`config.mk`:
```
export PLATFORM = sky130hd
export DESIGN_NAME = debug_run_controller
export DESIGN_NICKNAME = d
export VERILOG_FILES = /design/src/rtl/debug_run_controller.sv
export SDC_FILE = /design/constraint.sdc
export NUM_CORES = 1
export LEC_CHECK = 0
export CORE_ASPECT_RATIO = 1.4
export CORE_MARGIN = 2
export CORE_UTILIZATION = 45
export DETAILED_ROUTE_END_ITERATION = 10
export PLACE_DENSITY = 0.75
export SKIP_CTS_REPAIR_TIMING = 1
export SLEW_MARGIN = 20
export SYNTH_ARGS = -nofsm -noshare
export SYNTH_HDL_FRONTEND = slang
export SYNTH_SLANG_ARGS = --single-unit
export TNS_END_PERCENT = 100
```
`constraint.sdc`:
```
create_clock -name i_clk -period 3 [get_ports i_clk]
set_input_delay 0.3 -clock i_clk [delete_from_list [all_inputs] [get_ports i_clk]]
set_output_delay 0.3 -clock i_clk [all_outputs]
set_load 0.005 [all_outputs]
```
`src/rtl/debug_run_controller.sv`:
```
// debug_run_controller
// Host-driven run control for the pipelined core. Command bytes from a UART
// receiver freeze, single-step or free-run the core; a DUMP command sweeps PC,
// the 32 registers, MEM_WORDS data-memory words and a run-cycle counter, and
// streams each word MSB-first as 4 bytes to a UART transmitter.
//
// Ports:
//   i_clk, i_rst          clock, asynchronous active-high reset
//   i_rx_data/i_rx_valid  received command byte and its one-cycle strobe
//   i_tx_busy/i_tx_done   transmitter busy level and byte-done strobe
//   o_tx_data/o_tx_start  byte to send and its one-cycle start request
//   i_halt                core has retired a HALT instruction (level)
//   i_pc                  current fetch PC
//   i_reg_data            register-file debug read data
//   i_mem_data            data-memory debug read data (one-cycle latency)
//   o_debug               1 = core frozen
//   o_step                one-cycle advance pulse while frozen
//   o_reg_sel/o_rfsel     register-file debug index and port-steal enable
//   o_mem_addr            data-memory debug byte address
//   o_halted              sticky HALT-seen flag
module debug_run_controller #(
  parameter int unsigned NB_BITS   = 32,
  parameter int unsigned NB_REG    = 5,
  parameter int unsigned NB_ADDR   = 10,
  parameter int unsigned MEM_WORDS = 16,
  parameter logic [7:0]  CMD_RUN   = 8'h01,
  parameter logic [7:0]  CMD_STEP  = 8'h02,
  parameter logic [7:0]  CMD_HALT  = 8'h03,
  parameter logic [7:0]  CMD_DUMP  = 8'h04
) (
  input  logic               i_clk,
  input  logic               i_rst,
  input  logic [7:0]         i_rx_data,
  input  logic               i_rx_valid,
  input  logic               i_tx_busy,
  input  logic               i_tx_done,
  output logic [7:0]         o_tx_data,
  output logic               o_tx_start,
  input  logic               i_halt,
  input  logic [NB_BITS-1:0] i_pc,
  input  logic [NB_BITS-1:0] i_reg_data,
  input  logic [NB_BITS-1:0] i_mem_data,
  output logic               o_debug,
  output logic               o_step,
  output logic [NB_REG-1:0]  o_reg_sel,
  output logic               o_rfsel,
  output logic [NB_ADDR-1:0] o_mem_addr,
  output logic               o_halted
);

  localparam int unsigned LastIdxInt = MEM_WORDS + 33;
  localparam int unsigned NbIdx      = $clog2(LastIdxInt + 1);

  localparam logic [NbIdx-1:0] IdxOne    = NbIdx'(1);
  localparam logic [NbIdx-1:0] IdxRegLast = NbIdx'(32);
  localparam logic [NbIdx-1:0] IdxMemLo  = NbIdx'(33);
  localparam logic [NbIdx-1:0] IdxLast   = NbIdx'(LastIdxInt);

  typedef enum logic [2:0] {
    StIdle, StRun, StStep, StDumpLoad, StDumpWait, StDumpSend, StDumpAck
  } state_e;

  state_e           state_q, state_d;
  logic [NbIdx-1:0] idx_q, idx_d;
  logic [31:0]      shift_q, shift_d;
  logic [1:0]       byte_cnt_q, byte_cnt_d;
  logic [31:0]      cycle_q, cycle_d;
  logic             halted_q, halted_d;

  logic             is_reg, is_mem, dumping;
  logic [NbIdx-1:0] reg_off, mem_off;
  logic [31:0]      dump_src;

  // Word-index decode: 0 = PC, 1..32 = registers, then memory, then counter.
  always_comb begin
    is_reg  = (idx_q >= IdxOne) && (idx_q <= IdxRegLast);
    is_mem  = (idx_q >= IdxMemLo) && (idx_q < IdxLast);
    reg_off = idx_q - IdxOne;
    mem_off = idx_q - IdxMemLo;
    dumping = (state_q == StDumpLoad) || (state_q == StDumpWait) ||
              (state_q == StDumpSend) || (state_q == StDumpAck);
    if (idx_q == '0) begin
      dump_src = 32'(i_pc);
    end else if (is_reg) begin
      dump_src = 32'(i_reg_data);
    end else if (is_mem) begin
      dump_src = 32'(i_mem_data);
    end else begin
      dump_src = cycle_q;
    end
  end

  always_ff @(posedge i_clk or posedge i_rst) begin
    if (i_rst) begin
      state_q <= StIdle;
    end else begin
      state_q <= state_d;
    end
  end

  always_ff @(posedge i_clk or posedge i_rst) begin
    if (i_rst) begin
      idx_q      <= '0;
      shift_q    <= '0;
      byte_cnt_q <= '0;
      cycle_q    <= '0;
      halted_q   <= 1'b0;
    end else begin
      idx_q      <= idx_d;
      shift_q    <= shift_d;
      byte_cnt_q <= byte_cnt_d;
      cycle_q    <= cycle_d;
      halted_q   <= halted_d;
    end
  end

  always_comb begin
    state_d    = state_q;
    idx_d      = idx_q;
    shift_d    = shift_q;
    byte_cnt_d = byte_cnt_q;
    cycle_d    = cycle_q;
    halted_d   = halted_q;

    // Counter measures cycles the core actually advanced; wraps naturally.
    if ((state_q == StRun) || (state_q == StStep)) begin
      cycle_d = cycle_q + 32'd1;
    end

    case (state_q)
      StIdle: begin
        if (i_rx_valid) begin
          if ((i_rx_data == CMD_RUN) && !halted_q) begin
            state_d = StRun;
          end else if ((i_rx_data == CMD_STEP) && !halted_q) begin
            state_d = StStep;
          end else if (i_rx_data == CMD_DUMP) begin
            state_d = StDumpLoad;
            idx_d   = '0;
          end
        end
      end
      StRun: begin
        if (i_halt) begin
          halted_d = 1'b1;
          state_d  = StIdle;
        end else if (i_rx_valid && (i_rx_data == CMD_HALT)) begin
          state_d = StIdle;
        end
      end
      StStep:     state_d = StIdle;
      StDumpLoad: state_d = StDumpWait;  // selects settle, memory read in flight
      StDumpWait: begin
        shift_d    = dump_src;
        byte_cnt_d = '0;
        state_d    = StDumpSend;
      end
      StDumpSend: begin
        if (!i_tx_busy) begin
          state_d = StDumpAck;
        end
      end
      StDumpAck: begin
        if (i_tx_done) begin
          shift_d    = {shift_q[23:0], 8'h00};
          byte_cnt_d = byte_cnt_q + 2'd1;
          if (byte_cnt_q == 2'd3) begin
            if (idx_q == IdxLast) begin
              idx_d   = '0;
              state_d = StIdle;
            end else begin
              idx_d   = idx_q + IdxOne;
              state_d = StDumpLoad;
            end
          end else begin
            state_d = StDumpSend;
          end
        end
      end
      default: state_d = StIdle;
    endcase
  end

  // Outputs are decoded from registered state so reset forces them at once.
  always_comb begin
    o_debug    = (state_q != StRun);
    o_step     = (state_q == StStep);
    o_tx_start = (state_q == StDumpSend) && !i_tx_busy;
    o_tx_data  = shift_q[31:24];
    o_rfsel    = dumping && is_reg;
    o_reg_sel  = is_reg ? NB_REG'(reg_off) : '0;
    o_mem_addr = is_mem ? {(NB_ADDR-2)'(mem_off), 2'b00} : '0;
    o_halted   = halted_q;
  end

endmodule

```
==> summary.md, run 1 <==
| Metric | Value |
|---|---|
| Sequential area share after synthesis | 37.7% |
| Count of input and output buffers | 133 |
| ANT nets after route | 0 |
| Met3 GRT Util | 4.83% |
| Die ar. | 12100 um^2 |
| Initial antenna violation count | 0 |
| Leak Pwr | 2.73 nW |
| Crit path kind | flip-flop to output port |
| M2 GR Usage | 46.7% |
| Worst Path Arrival | 2.60 ns |
| Yosys top cell area share | 37.7% |
| Row count | 45 |
| Die height | 129 um |
| Vias per inst | 6.13 |
| Most frequent cell after synthesis | dfrtp_1 |
| Status | completed |
| Root Driver | clkbuf_16 |
| Top_reg_cell synth | dfrtp_1 |
| HPWL after DPL | 11.5 mm |
| Worst path required time | 2.70 ns |
| Worst R2R Setup Slack | 0.23 ns |
| CTS tree | done |
| Drt total wl | 15.6 mm |
| Layout cells sized above 1 | 7.92% |
| Worst Reg2Reg Path Length in Cells | 6 |
| Synthesized cell area | 5040 um^2 |
| Hold crit path type | input port to async pin |
| Die X | 93.5 um |
| Hold Fails Final Rpt | 0 |
| Global-route layer with the greatest usage | met2 |
| Antenna Cells | 0 |
| Bufs on Longest Clock Path | 2 |
| Vias | 5048 |
| FF+latch count, synth | 76 |
| H-Tree Depth | 3 |
| TritonCTS Buffers | 9 |
| Final net count | 793 |
| Warnings, synthesis | 0 |
| First-pass GRT wire length | 24.6 mm |
| Final Cycle Share | 96.8% |
| Worst setup margin | 0.0953 ns |
| Post-synth cell types | 58 |
| Fmax | 344 MHz |
| Final non-filler cell total | 823 |
| Fin Setup TNS | 0 ns |
| IO Count | 138 |
| Max-cap violations | 0 |
| Layout Skew | 0.00569 ns |
| Worst Setup End Kind | output port |
| Post-place setup slack | 0.169 ns |
| Area growth from synthesis to layout | 33.5% |
| CTS sink cnt | 76 |
| Initial Util | 46.4% |
| Async set or reset register ratio after synthesis | 100% |
| Global Route met1 Usage | 30.9% |
| Vias in the first global route | 4955 |
| Critical Path Fanout Max | 18 |
| Setup violators final | 0 |
| Gr ovfl total | 0 |
| Fin crit period | 2.90 ns |
| First-pass DRT Iterations | 5 |
| EDFF count, synth | 0 |
| Pwr dens | 666 nW/um^2 |
| FF-to-FF Start | idx_q[4] |
| DRC Markers | 0 |
| Util after Layout | 62.0% |
| Slew @ Worst Pin | 0.924 ns |
| Top cells by count, synth | dfrtp_1, nand2_1, nor2_1, a21oi_1 |
| Slew HR | 38.4% |
| Placed cell count | 807 |
| Slew Limit Fails | 0 |
| Biggest area consumer among synthesized cells | dfrtp_1 |
| Largest net degree at the start of global routing | 35 |
| Synth top area cells | dfrtp_1, o211a_1, xnor2_1 |
| Initial drt markers | 362 |
| Worst setup SP type | flip-flop |
| Mean area per synthesized cell | 8.88 um^2 |
| Reg clk slew, reported paths | 0.06 ns |
| Total GRT Usage | 26.0% |
| Peak VDD IR | 0.000463 V |
| Clk Latency, worst-skew pair | 0.34 ns |
| GPL Wtd Cong | 0.866 |
| Reg-to-reg endpoint | shift_q[29] |
| Drt wl/cell | 19.0 um |
| Post-Syn Instances | 568 |
| Core box area | 10900 um^2 |
==> critical path: stages, from the launching register on <==
cell,delay [ns]
dfrtp_1,0.61
or4_4,0.64
o22ai_2,0.44
a21oi_1,0.11
clkdlybuf4s50_1,0.47
==> routing by layer <==
| metal | part of all wire, % | routed length [um] |
|---|---|---|
| met1 | 39 | 6060 |
| met2 | 53 | 8210 |
| met3 | 6.1 | 953 |
| met4 | 2.5 | 396 |
| met5 | 0 | 0 |
==> report_power, final <==
group	total, mW	internal, mW	switching [mW]
Combinational	1.83	0.943	0.886
Clock	1.03	0.628	0.402
Sequential	1.62	1.32	0.303
==> area by class of cell <==
class / instances / area, um^2
Fill cell: 904 / 4130
Tap cell: 141 / 176
Clock buffer: 15 / 278
Sequential cell: 76 / 1900
Clock inverter: 1 / 5.00
Timing Repair Buffer: 153 / 1490
Inverter: 13 / 48.8
Multi-Input combinational cell: 424 / 2830
==> registers in the layout, indices dropped and copies added, names as in the netlist <==
signal      count
idx_q           6
byte_cnt_q      2
o_halted        1
state_q         3
shift_q        32
cycle_q        32
==> cells by family (layout without fill, tap and decap cells) <==
group | Yosys count | in the layout | share of synthesized area [%]
AOI/OAI and AO/OA | 216 | 216 | 30.3
and+or+nand+nor | 158 | 158 | 16.0
DFF | 76 | 76 | 37.7
buffers and inverters | 71 | 182 | 7.24
xor gates and xnor gates | 36 | 36 | 6.25
adders and majority gates | 6 | 6 | 1.49
muxes | 4 | 4 | 0.967
other | 1 | 4 | 0.0744
==> worst max path at each step <==
stage                   from       endpoint  slack, ns  cells past startpoint
finish              idx_q[4]   o_reg_sel[4]        0.1                      4
global route        idx_q[1]  o_mem_addr[7]      -0.03                      7
CTS                 idx_q[1]  o_mem_addr[7]      -0.19                      7
detailed placement  idx_q[1]  o_mem_addr[7]       0.17                      7
global placement    idx_q[1]  o_mem_addr[7]       0.28                      7
floorplan           idx_q[0]  o_mem_addr[7]       0.57                      8
==> per-stage QoR <==
| step | cell area, um^2 | hold slack [ns] | power (mW) |
|---|---|---|---|
| after detailed placement | 6410 | 0.509 | 3.44 |
| after global routing | 6730 | 0.509 | 4.75 |
| after CTS | 6690 | 0.477 | 4.48 |
| after floorplan | 5050 | 0.435 | 2.83 |
| final | 6730 | 0.443 | 4.48 |
| after global placement | 6410 | 0.495 | 3.38 |
==> cells in the final DEF, fill, tap and decap left out, types with 10 or more instances in the layout <==
cell type / instances
clkdlybuf4s50_1: 133
dfrtp_1: 75
nand2_1: 46
nor2_1: 30
a21oi_1: 29
o22ai_1: 27
o21ai_1: 27
o21ai_0: 26
xnor2_1: 25
a221oi_1: 24
o211a_1: 24
o221ai_1: 22
nand3_1: 20
buf_4: 19
and3_1: 15
inv_1: 11
xor2_1: 11
nor3_1: 10
(Power assumes the default switching activity.)
==> run 2, diff against run 1 <==
--- a/config.mk
+++ b/config.mk
@@ -5,9 +5,11 @@
 export SDC_FILE = /design/constraint.sdc
 export NUM_CORES = 1
 export LEC_CHECK = 0
+export ABC_CLOCK_PERIOD_IN_PS = 3000
 export CORE_ASPECT_RATIO = 1.4
 export CORE_MARGIN = 2
 export CORE_UTILIZATION = 45
+export CTS_CLUSTER_SIZE = 40
 export DETAILED_ROUTE_END_ITERATION = 10
 export PLACE_DENSITY = 0.75
 export SKIP_CTS_REPAIR_TIMING = 1
==> results of run 2 <==
No change in the layout: final DEF, timing and power equal those of run 1.
